### config.mk
export PLATFORM = sky130hd
export DESIGN_NAME = lsu_ldq
export DESIGN_NICKNAME = d
export VERILOG_FILES = /design/src/rtl/lsu_ldq.sv
export SDC_FILE = /design/constraint.sdc
export NUM_CORES = 1
export LEC_CHECK = 0
export BUFFER_PORTS_ARGS = -buffer_cell sky130_fd_sc_hd__buf_4
export CAP_MARGIN = 20
export CORE_MARGIN = 4
export CORE_UTILIZATION = 35
export CTS_CLUSTER_SIZE = 10
export DETAILED_ROUTE_END_ITERATION = 16
export GPL_TIMING_DRIVEN = 0
export PLACE_DENSITY = 0.6
export SETUP_SLACK_MARGIN = 0.4
export SYNTH_ARGS = -nofsm -noshare
export SYNTH_HDL_FRONTEND = slang
export SYNTH_SLANG_ARGS = --single-unit
### constraint.sdc
create_clock -name clk -period 3.2 [get_ports clk]
set_clock_uncertainty 0.1 [all_clocks]
set_input_delay 0.32 -clock clk [delete_from_list [all_inputs] [get_ports clk]]
set_output_delay 0.32 -clock clk [all_outputs]
set_load 0.02 [all_outputs]
### src/rtl/lsu_ldq.sv
// Load/store unit with an in-order queue of up to LDQ_DEPTH outstanding loads; load result is registered one cycle after its response.
// Stores never wait on the queue; loads stall on mem_req_ready or a full queue; writeback holds the head entry while wb_ready is low.
module lsu_ldq #(
    parameter int XLEN      = 32,
    parameter int RF_ADDR_W = 4,
    parameter int LDQ_DEPTH = 4
) (
    input  logic                      clk,
    input  logic                      rst,
    input  logic                      req_valid,
    output logic                      req_ready,
    input  logic                      req_is_load,
    input  logic [2:0]                req_op,
    input  logic [XLEN-1:0]           req_addr,
    input  logic [XLEN-1:0]           req_wdata,
    input  logic [RF_ADDR_W-1:0]      req_rd,
    output logic                      mem_req_valid,
    input  logic                      mem_req_ready,
    output logic [XLEN-1:0]           mem_addr,
    output logic [3:0]                mem_we,
    output logic [XLEN-1:0]           mem_wdata,
    input  logic                      mem_rsp_valid,
    input  logic [XLEN-1:0]           mem_rsp_data,
    output logic                      wb_valid,
    input  logic                      wb_ready,
    output logic [RF_ADDR_W-1:0]      wb_rd,
    output logic [XLEN-1:0]           wb_data,
    output logic [(2**RF_ADDR_W)-1:0] pend_rd_mask,
    output logic                      misalign_err,
    output logic [XLEN-1:0]           err_addr,
    output logic                      busy
);

    localparam int PTR_W = $clog2(LDQ_DEPTH);
    localparam int CNT_W = $clog2(LDQ_DEPTH + 1);

    localparam logic [1:0] SZ_B = 2'b00;
    localparam logic [1:0] SZ_H = 2'b01;
    localparam logic [1:0] SZ_W = 2'b10;

    localparam logic [2:0] OP_LB  = 3'b000;
    localparam logic [2:0] OP_LH  = 3'b001;
    localparam logic [2:0] OP_LBU = 3'b100;
    localparam logic [2:0] OP_LHU = 3'b101;

    typedef struct packed {
        logic [RF_ADDR_W-1:0] rd;
        logic [2:0]           op;
        logic [1:0]           off;
    } ldq_meta_t;

    // Queue storage: control bits are reset, payload is not
    ldq_meta_t             r_meta [LDQ_DEPTH];
    logic [XLEN-1:0]       r_data [LDQ_DEPTH];
    logic [LDQ_DEPTH-1:0]  r_vld;
    logic [LDQ_DEPTH-1:0]  r_dv;
    logic [PTR_W-1:0]      r_head;
    logic [PTR_W-1:0]      r_tail;
    logic [PTR_W-1:0]      r_rsp;
    logic [CNT_W-1:0]      r_count;
    logic                  r_misalign;
    logic [XLEN-1:0]       r_err_addr;

    logic [1:0]            w_size;
    logic                  w_misalign;
    logic                  w_full;
    logic                  w_alloc;
    logic                  w_fill;
    logic                  w_pop;
    logic                  w_head_rdy;
    logic                  w_head_silent;
    ldq_meta_t             w_head;
    logic [XLEN-1:0]       w_head_word;
    logic [XLEN-1:0]       w_shift;

    assign w_size     = req_op[1:0];
    assign w_misalign = ((w_size == SZ_H) && req_addr[0]) ||
                        ((w_size == SZ_W) && (req_addr[1:0] != 2'b00));
    // Full is taken from the registered count, so a same-cycle pop does not free a slot
    assign w_full     = (r_count == CNT_W'(LDQ_DEPTH));

    always_comb begin
        req_ready     = 1'b0;
        mem_req_valid = 1'b0;
        if (w_misalign) begin
            req_ready = 1'b1;
        end else if (req_is_load) begin
            mem_req_valid = req_valid && !w_full;
            req_ready     = mem_req_ready && !w_full;
        end else begin
            mem_req_valid = req_valid;
            req_ready     = mem_req_ready;
        end
    end

    assign mem_addr = {req_addr[XLEN-1:2], 2'b00};

    always_comb begin
        mem_we    = 4'b0000;
        mem_wdata = req_wdata;
        case (w_size)
            SZ_B: begin
                mem_wdata = {(XLEN/8){req_wdata[7:0]}};
                mem_we    = 4'b0001 << req_addr[1:0];
            end
            SZ_H: begin
                mem_wdata = {(XLEN/16){req_wdata[15:0]}};
                mem_we    = req_addr[1] ? 4'b1100 : 4'b0011;
            end
            default: mem_we = 4'b1111;
        endcase
        if (req_is_load) begin
            mem_we = 4'b0000;
        end
    end

    assign w_alloc = req_valid && req_ready && req_is_load && !w_misalign;
    // A slot allocated this cycle is not yet valid, so it can never be filled in its own accept cycle
    assign w_fill  = mem_rsp_valid && r_vld[r_rsp] && !r_dv[r_rsp];

    assign w_head        = r_meta[r_head];
    assign w_head_word   = r_data[r_head];
    assign w_head_rdy    = r_vld[r_head] && r_dv[r_head];
    assign w_head_silent = (w_head.rd == '0);
    assign w_pop         = w_head_rdy && (w_head_silent || wb_ready);

    assign wb_valid = w_head_rdy && !w_head_silent;
    assign wb_rd    = w_head.rd;
    assign w_shift  = w_head_word >> {w_head.off, 3'b000};

    always_comb begin
        case (w_head.op)
            OP_LB:   wb_data = {{(XLEN-8){w_shift[7]}}, w_shift[7:0]};
            OP_LH:   wb_data = {{(XLEN-16){w_shift[15]}}, w_shift[15:0]};
            OP_LBU:  wb_data = {{(XLEN-8){1'b0}}, w_shift[7:0]};
            OP_LHU:  wb_data = {{(XLEN-16){1'b0}}, w_shift[15:0]};
            default: wb_data = w_head_word;
        endcase
    end

    always_comb begin
        pend_rd_mask = '0;
        for (int i = 0; i < LDQ_DEPTH; i++) begin
            if (r_vld[i]) begin
                pend_rd_mask[w_rd_of(i)] = 1'b1;
            end
        end
        pend_rd_mask[0] = 1'b0;
    end

    function automatic logic [RF_ADDR_W-1:0] w_rd_of(input int idx);
        return r_meta[idx].rd;
    endfunction

    always_ff @(posedge clk) begin
        if (!rst) begin
            r_vld      <= '0;
            r_dv       <= '0;
            r_head     <= '0;
            r_tail     <= '0;
            r_rsp      <= '0;
            r_count    <= '0;
            r_misalign <= 1'b0;
            r_err_addr <= '0;
        end else begin
            if (w_alloc) begin
                r_vld[r_tail] <= 1'b1;
                r_dv[r_tail]  <= 1'b0;
                r_tail        <= r_tail + PTR_W'(1);
            end
            if (w_fill) begin
                r_dv[r_rsp] <= 1'b1;
                r_rsp       <= r_rsp + PTR_W'(1);
            end
            if (w_pop) begin
                r_vld[r_head] <= 1'b0;
                r_dv[r_head]  <= 1'b0;
                r_head        <= r_head + PTR_W'(1);
            end
            r_count    <= r_count + CNT_W'(w_alloc) - CNT_W'(w_pop);
            r_misalign <= req_valid && w_misalign;
            if (req_valid && w_misalign) begin
                r_err_addr <= req_addr;
            end
        end
    end

    always_ff @(posedge clk) begin
        if (w_alloc) begin
            r_meta[r_tail] <= '{rd: req_rd, op: req_op, off: req_addr[1:0]};
        end
        if (w_fill) begin
            r_data[r_rsp] <= mem_rsp_data;
        end
    end

    assign misalign_err = r_misalign;
    assign err_addr     = r_err_addr;
    assign busy         = (r_count != '0);

endmodule

* Yosys cells after proc, flatten, opt, wreduce, memory -nomap -nowiden
Memory sizes are Yosys's and may differ from the RTL's. A register that Yosys moved wholly into a read port is not among the register bits.
Index checks and enable logic that the tools add are counted.
Widths: inputs -> output; s select.
** Operators by class
- Reduce and logical (&&, ||, !) cells :: 31
- Shift-type cells :: 2
- Divide/modulo/power cells :: 0
- Magnitude comparators :: 14
- Equality and inequality tests :: 6
- Bitwise gates (word level) :: 10
- Multipliers :: 0
- Add/sub/neg operators :: 5
- Mux-type cells :: 51
** Operator list (count)
- $pmux 32 s4 :: 1
- $mux 16 :: 4
- $pmux 32 s2 :: 1
- $or 16x16->16 :: 3
- $mux 4 :: 10
- $shr 32x5->16 :: 1
- $logic_and 1x1->1 :: 20
- $lt 4x5->1 const B :: 4
- $mux 1 :: 19
- $demux 1 s4 :: 4
- $ge 4x1->1 const B :: 4
- $and 4x4->4 :: 3
- $eq 3x3->1 const B :: 3
- $lt 2x3->1 const B :: 3
- $bmux 1 s2 :: 4
- $mux 2 :: 4
- $not 4->4 :: 2
- $or 4x4->4 :: 2
- $pmux 4 s2 :: 1
- $add 2x1->2 const B :: 3
- $demux 1 s2 :: 3
- $ge 2x1->1 const B :: 3
- $logic_not 1->1 :: 4
- $logic_not 4->1 :: 1
- 11 further kinds :: 12
** Word-level totals
- Output and inout bits :: 157
- Word-level logic and storage cells :: 129
- Memories :: 2
- Memory bits (writable) :: 164
- Latch bits :: 0
- Input bits :: 110
- Flip-flop bits (word level) :: 50
- ROM bits :: 0
** Memories
- r_data :: words 4, bits a word 32, read ports 1, clocked after Yosys merged registers in 1, wr ports 1, RTL line 54 : logic [XLEN-1:0] r_data [LDQ_DEPTH];
- r_meta :: words 4, bits a word 9, read ports 5, clocked after Yosys merged registers in 1, wr ports 1, RTL line 53 : ldq_meta_t r_meta [LDQ_DEPTH];

* Depth between registers and ports, before layout
Gate-level depths: netlist of run 1.
- Depth after elaboration :: 15
- Depth in mapped cells :: 14

* Least setup slack after synthesis of run 1
Ideal clock, no wire load.
- Kind :: register -> register
- Start point :: memory r_meta[3][5] (netlist bit)
- End point :: register r_count[2]
- Buffers on the path :: 2
- Arrival :: 3.157 ns
- Cell stages (with the launch flop) :: 14
- Setup slack :: -0.184 ns
- Clock period less this slack :: 3.384 ns
- Cell sequence :: edfxtp_1 > clkbuf_1 > mux4_1 > or4_4 > a21oi_4 > buf_6 > ha_1 > inv_1 > ha_1 > inv_1 > fa_1 > xor2_1 > xnor2_1 > nor2_1
** RTL lines
- from (decl) :: RTL line 53
- to (signal assigned) :: RTL line 180 : r_count <= r_count + CNT_W'(w_alloc) - CNT_W'(w_pop);
- to (decl) :: RTL line 60 : logic [CNT_W-1:0] r_count;

==> impl_results.md, run 1 <==
* Crit Path Category: reg -> out
* Post-Synth Adder-Cell Area at 0.0191
* Synth top area share at 0.481
* Final Hold Vio Count at 0
* Ranking of synthesized cells by area: edfxtp_1, dfxtp_1, mux4_2
* Clock latency on the worst-skew pair at 0.52 ns
* Count leader, synth: edfxtp_1
* Multi-input gate area at 0.00381 mm²
* Worst Setup Start Kind: flop
* GRT Overall Usage at 0.183
* Routability cong. at 0.833
* H-tree depth at 1
* # port buffers at 263
* Syn Std Cell Area at 0.0102 mm²
* Fin util at 0.525
* Largest net degree at the start of global routing at 33
* Headroom to the max-slew limit at 0.311
* # IOs at 267
* Post-route ant nets at 0
* Count of cell types in the netlist at 56
* Fillers at 2471
* Hold WS at 0.0591 ns
* Worst setup EP type: output pin
* Fmax at 301 MHz
* Synth Area in XOR/XNOR at 0.00599
* Die area at 0.0320 mm²
* Clock Path Buffers at 3
* Multiplexer share of the synthesized area at 0.139
* Detailed Route WL at 30300 µm
* Fraction of registers with async set/reset at 0
* Max cap viols at 0
* Period utilization at 1.04
* Max incr delay on CP at 0.39 ns
* Clk pin slew, worst setup/hold paths at 0.05 ns
* Crit path cell chain: buf_6, buf_12, buf_12, buf_6, buf_6, mux4_2, or3b_4, a21oi_2, o21ai_2, buf_6, buf_4, nand2_4, buf_6
* Slew Limit Fails at 0
* Simple-gate portion of the synthesized area at 0.102
* 1st-iter DRT viols at 591
* Synth-to-Final Area Change at 47.6%
* First-pass GRT wire length at 46000 µm
* Arr. time, crit path at 2.90 ns
* RSZ-0062 raised after global routing: true
* DRC Markers at 0
* Combinational family with the most area after synthesis: multiplexers
* Pwr Total at 6.65 mW
* Initial antenna violation count at 1
* Sequential Area at 0.00597 mm²
* Post-synth EDFFs at 164
* Flop-to-flop setup slack at -0.08 ns
* Power Density at 440 mW/mm²
* # rows at 62
* DIE HEIGHT at 179 µm
* Critical path peak fanout at 8
* Effective utilization at floorplan at 0.355
* Yosys top cell by area: edfxtp_1
* R2R depth at 14
* Critical Path End: wb_data[31]
* Die W at 179 µm
* Violated checks: setup timing
* Most frequent CP cell: buf_6
* Syn Inst Count at 811
* Pleak at 5.98 nW
* VDD IR-drop max at 0.343 mV
* Syn_area_per_cell at 12.6 µm²
* Drt pass-1 iters at 5
* Vias/cell at 4.99
* CTS Buf Count at 26
* Layout cells sized above 1 at 0.424
* Grt ovf at 0
* Clock period minus worst slack at 3.32 ns
* FF-to-FF End: r_count[2]
* Seq/Total Area, Yosys at 0.583
* Vias post-DR at 8065
* Clk root buf: clkbuf_16
* Clock Sinks at 216
* CTS tree: yes
* Vias in the first global route at 8281
* Hold Path Class: in -> reg
* Slew @ Worst Pin at 1.03 ns
* Status: finished with violations
* Synth warn at 0
* Predominant post-synthesis flop cell: edfxtp_1
* Post-DP HPWL at 20900 µm
* Core area at 0.0288 mm²
* Total Nets Final at 1347
* WL/cell at 18.7 µm
* Compound-Gate Fraction of Synth Area at 0.0877
* Req. time, crit path at 2.78 ns
* Final Setup Violations at 24
* Most instantiated cells after synthesis: edfxtp_1, nand2_1, dfxtp_1, a21oi_1, buf_4
* Slowest CP cell: or3b_4
* Final worst slack at -0.120 ns
* Flop and latch count out of synthesis at 216
* Setup tns final at -1.94 ns
## metal layers
metal	GRT usage	up-vias	wire length [µm]
met4	0.0505	0	822
li1	-	3773	-
met5	0	-	0
met2	0.316	363	15000
met3	0.0481	49	2610
met1	0.226	3880	11900
## registers in the layout, summed over array words and instances, names as in the netlist, named ones only
| register | count |
|---|---|
| r_data | 128 |
| r_meta | 36 |
| err_addr | 32 |
| r_dv | 4 |
| r_vld | 4 |
| r_count | 3 |
| r_head | 2 |
| r_rsp | 2 |
| r_tail | 2 |
| misalign_err | 1 |
## layout by cell type, fill, tap and decap left out, types with 13 or more instances in the layout
cell type,instances
nor2_1,28
dlygate4sd3_1,73
o21ai_0,13
buf_6,42
buf_4,307
mux2_2,16
inv_1,22
clkbuf_1,22
edfxtp_1,164
clkbuf_16,27
mux2i_1,26
dfxtp_1,50
a21oi_1,46
mux4_2,42
nand2_1,123
## worst max-delay path: cells and delay by family (launching register included)
family / cells / cell delay [ns]
AOI/OAI and AO/OA: 2 / 0.25
DFF: 1 / 0.31
and+or+nand+nor: 2 / 0.44
muxes: 1 / 0.37
buffers and inverters: 8 / 1.00
## power by group
group	switching (mW)	total (mW)	leakage (nW)	internal (mW)
sequential	0.0267	3.10	1.90	3.07
clock	1.05	2.64	0.367	1.59
combinational	0.463	0.909	3.71	0.447
total	1.54	6.65	5.98	5.11
## worst min-delay path by stage
| stage | from | endpoint | cells after the start |
|---|---|---|---|
| CTS | mem_rsp_valid | r_rsp[1] | 3 |
| finish | mem_rsp_valid | r_rsp[1] | 3 |
| global route | mem_rsp_valid | r_rsp[1] | 3 |
| floorplan | mem_rsp_data[0] | r_data[0][0] | 0 |
| global placement | err_addr[29] | err_addr[29] | 2 |
| detailed placement | err_addr[28] | err_addr[28] | 2 |
## cell families (layout without fill, tap and decap cells)
family,after synthesis,count (layout)
fa+ha+maj,15,15
simple gates,233,233
flops,216,216
other cells,1,4
compound gates,137,137
buf+inv,116,534
mux,86,86
xor+xnor,7,7
## through the flow
| step | setup WS [ns] | cells | instance area [µm²] |
|---|---|---|---|
| CTS | -0.109 | 1607 | 15000 |
| detailed placement | -0.240 | 1460 | 12700 |
| global route | -0.194 | 1616 | 15100 |
| finish | -0.120 | 1616 | 15100 |
| floorplan | -0.0466 | 813 | 10300 |
| global placement | -0.258 | 1460 | 12700 |
## repair_timing
action / CTS / global route
hold buffers: 73 / 0
setup buffers: 33 / 7
cloned: 4 / 0
gates resized for setup: 146 / 24
hold endpoints to repair: 199 / 0
pin swaps: 18 / 13
setup endpoints to repair: 36 / 174
## layout make-up
class / count / area share
Clock buffer: 33 / 0.0461
Timing Repair Buffer: 381 / 0.216
Antenna cell: 1 / 0.000166
Buffer: 86 / 0.0461
Inverter: 30 / 0.00812
Clock inverter: 4 / 0.00365
Sequential cell: 216 / 0.395
Tap cell: 384 / 0.0318
Multi-Input combinational cell: 481 / 0.252
Note: power is estimated with default switching activity, not from simulation.
==> run 2: changes to the inputs <==
--- a/config.mk
+++ b/config.mk
@@ -11,7 +11,6 @@
 export CORE_UTILIZATION = 35
 export CTS_CLUSTER_SIZE = 10
 export DETAILED_ROUTE_END_ITERATION = 16
-export GPL_TIMING_DRIVEN = 0
 export PLACE_DENSITY = 0.6
 export SETUP_SLACK_MARGIN = 0.4
 export SYNTH_ARGS = -nofsm -noshare
==> impl_results.md, run 2 (synthesis results as in run 1) <==
* Status: finished, final reports clean
* Largest register FFs at 128
* Met2 usage at 0.313
* Max incr delay on CP at 0.63 ns
* Flop-to-flop setup slack at 0.10 ns
* Crit path cell chain: buf_12, mux4_2, or3b_4, a21oi_2, o21ai_2, buf_12, nand2_1, buf_6
* Most flops, register: r_data
* R2R depth at 12
* Hold WS at 0.0788 ns
* H-tree depth at 1
* Grt ovf at 0
* Layout cells sized above 1 at 0.384
* # rows at 62
* Post-route ant nets at 0
* Most frequent CP cell: buf_12
* Detailed Route WL at 28800 µm
* ANT cells at 0
* Largest net degree at the start of global routing at 47
* VDD IR-drop max at 0.299 mV
* Most frequent cells in the layout: buf_4, edfxtp_1, nand2_1
* Post-DP HPWL at 20000 µm
* Fin util at 0.501
* Clock Path Buffers at 3
* Arr. time, crit path at 2.70 ns
* Met1 Track Usage GR at 0.218
* Total Nets Final at 1269
* First-pass GRT wire length at 44200 µm
* Critical Path End: wb_data[20]
* Final Setup Violations at 0
* Clock latency on the worst-skew pair at 0.52 ns
* Worst Setup Start Kind: flop
* CTS tree: yes
* Drt pass-1 iters at 5
* Headroom to the max-slew limit at 0.429
* Final Hold Vio Count at 0
* Met3 Track Usage GR at 0.0418
* DRC Markers at 0
* Initial antenna violation count at 1
* Final worst slack at 0.0797 ns
* Multi-input gate area at 0.00378 mm²
* Slowest CP cell: mux4_2
* Commonest non-fill, non-tap cell in the layout: buf_4
* Clk pin slew, worst setup/hold paths at 0.05 ns
* Slew Limit Fails at 0
* Hold Path Class: in -> reg
* Period utilization at 0.975
* Die W at 179 µm
* Critical path peak fanout at 16
* Routability cong. at 0.823
* Power Density at 452 mW/mm²
* GRT Overall Usage at 0.175
* Worst setup EP type: output pin
* FF-to-FF End: r_count[2]
* Crit Path Category: reg -> out
* Clock period minus worst slack at 3.12 ns
* Pleak at 5.67 nW
* Setup tns final at 0 ns
* # IOs at 267
* Vias post-DR at 7752
* Fillers at 2529
* WL/cell at 18.7 µm
* Max cap viols at 0
* Req. time, crit path at 2.78 ns
* GRT busiest layer: met2
* Clk root buf: clkbuf_16
* CTS Buf Count at 26
* Effective utilization at floorplan at 0.355
* Synth-to-Final Area Change at 40.9%
* Fmax at 320 MHz
* Placed Instance Area at 0.0125 mm²
* 1st-iter DRT viols at 400
* Design area at 0.0144 mm²
* Post-Place Worst Slack at -0.0108 ns
* RSZ-0062 raised after global routing: true
* Slew @ Worst Pin at 0.856 ns
* Vias/cell at 5.04
* DIE HEIGHT at 179 µm
* Clock Sinks at 216
* Core area at 0.0288 mm²
* # port buffers at 263
* Sequential Area at 0.00597 mm²
* Die area at 0.0320 mm²
* Vias in the first global route at 8077
## run 2: area by class of cell
cell class | instances | share of cell area
clock buffer | 35 | 0.0496
clock inverter | 3 | 0.00174
inverter | 30 | 0.00781
multi-input combinational | 481 | 0.263
sequential | 216 | 0.414
tap | 384 | 0.0333
timing repair buffer | 389 | 0.231
## run 2: power by group
part | internal [mW] | switching (mW)
Clock | 1.53 | 1.04
Combinational | 0.403 | 0.445
Sequential | 3.07 | 0.0243
Total | 5.01 | 1.51
## run 2: how the worst min path moves through the flow
stage	startpoint	end	cells past startpoint
CTS	rst	r_vld[2]	2
detailed placement	err_addr[26]	err_addr[26]	2
global route	req_op[0]	r_meta[0][2]	1
floorplan	mem_rsp_data[0]	r_data[0][0]	0
finish	mem_rsp_valid	r_rsp[1]	3
global placement	err_addr[9]	err_addr[9]	2
## run 2: per-stage QoR
stage                     cells  power (mW)
after floorplan             813        3.54
after global placement     1415        3.89
after detailed placement   1415        3.89
after CTS                  1534        6.57
after global routing       1538        6.76
final                      1538        6.51
## run 2: repair_timing
action	CTS	global route
endpoints found under the hold margin	195	5
cloned	4	0
setup endpoints to repair	35	35
pin swaps	8	8
hold buffers	70	1
gates resized for setup	34	52
buffers inserted	7	3
## run 2: critical path, delay by kind of cell, from the launching register on
kind,cells,cell delay (ns)
mux,1,0.63
simple gates,2,0.50
buf+inv,3,0.42
flops,1,0.37
compound gates,2,0.25
## run 2: routing by layer
metal | vias up | wire length, µm
li1 | 3606 | -
met1 | 3781 | 11500
met2 | 325 | 14600
met3 | 38 | 2250
met4 | 2 | 465
met5 | - | 7
==> run 3: changes to the inputs <==
--- a/config.mk
+++ b/config.mk
@@ -8,10 +8,10 @@
 export BUFFER_PORTS_ARGS = -buffer_cell sky130_fd_sc_hd__buf_4
 export CAP_MARGIN = 20
 export CORE_MARGIN = 4
-export CORE_UTILIZATION = 35
+export CORE_UTILIZATION = 30
 export CTS_CLUSTER_SIZE = 10
 export DETAILED_ROUTE_END_ITERATION = 16
-export PLACE_DENSITY = 0.6
+export PLACE_DENSITY = 0.53
 export SETUP_SLACK_MARGIN = 0.4
 export SYNTH_ARGS = -nofsm -noshare
 export SYNTH_HDL_FRONTEND = slang
==> impl_results.md, run 3 (synthesis results as in run 1) <==
* Status: finished with violations
* Violated checks: setup timing
* Placed Instances at 1481
* DRC Markers at 0
* Die W at 193 µm
* Seq pwr share at 0.466
* Design area at 0.0146 mm²
* Initial antenna violation count at 0
* RSZ-0062 raised after global routing: true
* Hold endpoint: r_rsp[1]
* Most flops, register: r_data
* Crit Path Category: reg -> out
* Synth-to-Final Area Change at 43.1%
* Hold Path Class: in -> reg
* Clk pwr share at 0.406
* Req. time, crit path at 2.78 ns
* Detailed Route WL at 29500 µm
* Effective utilization at floorplan at 0.304
* # rows at 67
* Slew @ Worst Pin at 0.839 ns
* Max incr delay on CP at 0.56 ns
* Clk pin slew, worst setup/hold paths at 0.06 ns
* Headroom to the max-slew limit at 0.441
* Fmax at 311 MHz
* Period utilization at 1.01
* R2R depth at 12
* Flop-to-flop setup slack at 0.02 ns
* Post-route ant nets at 0
* Total Nets Final at 1278
* Vias/cell at 4.78
* Combinational power share at 0.128
* Pint at 5.10 mW
* Commonest non-fill, non-tap cell in the layout: buf_4
* Final Setup Violations at 7
* Die area at 0.0371 mm²
* Fin util at 0.435
* Largest net degree at the start of global routing at 47
* Sw Pwr at 1.55 mW
* First-pass GRT wire length at 44100 µm
* Largest register FFs at 128
* Layout cells sized above 1 at 0.396
* Max cap viols at 0
* Most frequent CP cell: buf_6
* # port buffers at 263
* FF-to-FF End: r_count[2]
* Final Hold Vio Count at 0
* Most frequent cells in the layout: buf_4, edfxtp_1, nand2_1
* Routability cong. at 0.830
* Clk root buf: clkbuf_16
* Final worst slack at -0.0178 ns
* Worst hold path startpoint: mem_rsp_valid
* WL/cell at 18.3 µm
* Pwr Total at 6.64 mW
* Fillers at 3139
* Crit path cell chain: buf_12, mux4_2, buf_6, buf_6, xnor2_2, o32ai_2, o21ai_4, clkbuf_16, nand2_2, buf_6
* Power Density at 454 mW/mm²
* Hold path cells at 3
* Drt pass-1 iters at 5
* Vias in the first global route at 7842
* Clock period minus worst slack at 3.22 ns
* DIE HEIGHT at 193 µm
* Clock latency on the worst-skew pair at 0.52 ns
* Grt ovf at 0
* Net switching fraction of the power at 0.233
* CTS tree: yes
* GRT Overall Usage at 0.151
* Vias post-DR at 7697
* Slowest CP cell: mux4_2
* Core area at 0.0336 mm²
* H-tree depth at 1
* Placed Instance Area at 0.0126 mm²
* Critical path peak fanout at 7
* Hold WS at 0.0542 ns
* Clock Sinks at 216
* Finished Layout Cells at 1611
* ANT cells at 0
* Pleak at 5.72 nW
* # IOs at 267
* Slew Limit Fails at 0
* Arr. time, crit path at 2.80 ns
* Setup tns final at -0.0878 ns
* Post-Place Worst Slack at -0.0582 ns
* Worst setup EP type: output pin
* Clock Path Buffers at 3
* Post-DP HPWL at 20000 µm
* 1st-iter DRT viols at 317
* Worst Setup Start Kind: flop
* CTS Buf Count at 26
* VDD IR-drop max at 0.315 mV
[run 3: cell types whose count changed in the layout (fill, tap and decap cells not counted), moves of 5 or more]
| cell | change |
|---|---|
| buf_4 | +10 |
| nand2_2 | +5 |
| nand2_1 | -16 |
| nor2_1 | +7 |
| nand2_4 | +11 |
[run 3: cell type report]
type / count / area (µm²) / share of cell area
Inverter: 30 / 116 / 0.00795
Sequential cell: 216 / 5970 / 0.408
Clock inverter: 2 / 46.3 / 0.00316
Multi-Input combinational cell: 481 / 3840 / 0.263
Tap cell: 448 / 561 / 0.0383
Timing Repair Buffer: 398 / 3380 / 0.231
Clock buffer: 36 / 719 / 0.0492
[run 3: what timing repair did]
action	in CTS	in global routing
hold endpoints to repair	196	0
gates resized for setup	21	74
buffers inserted	11	6
pin swaps	4	4
setup endpoints to repair	35	35
gates cloned	2	2
hold buffers	71	0
[run 3: worst max-delay path, delay by kind of cell (launching register included)]
kind                      cells  cell delay [ns]
buffers and inverters         5             0.75
muxes                         1             0.56
DFF                           1             0.39
AOI/OAI and AO/OA             2             0.39
xor gates and xnor gates      1             0.12
and+or+nand+nor               1             0.05
[run 3: worst max-delay path by stage]
stage / slack [ns] / endpoint / cells after the start
floorplan: -0.05 / r_count[2] / 14
detailed placement: -0.06 / wb_data[8] / 7
global route: -0.11 / wb_data[30] / 10
finish: -0.02 / wb_data[28] / 10
global placement: -0.05 / wb_data[8] / 7
CTS: -0.006 / wb_data[8] / 8
[run 3: power groups by stage]
stage | clock network [mW] | registers, mW | logic (mW)
detailed placement | 0 | 3.15 | 0.736
floorplan | 0 | 3.17 | 0.367
global route | 2.91 | 3.10 | 0.918
CTS | 2.80 | 3.09 | 0.823
global placement | 0 | 3.15 | 0.737
finish | 2.70 | 3.09 | 0.850
[run 3: metal layers]
metal / global-route usage / vias up / routed length, µm
met5: 0 / - / 0
met4: 0.0365 / 0 / 662
met3: 0.0351 / 45 / 2090
met2: 0.264 / 321 / 14500
met1: 0.191 / 3700 / 12300
li1: - / 3631 / -
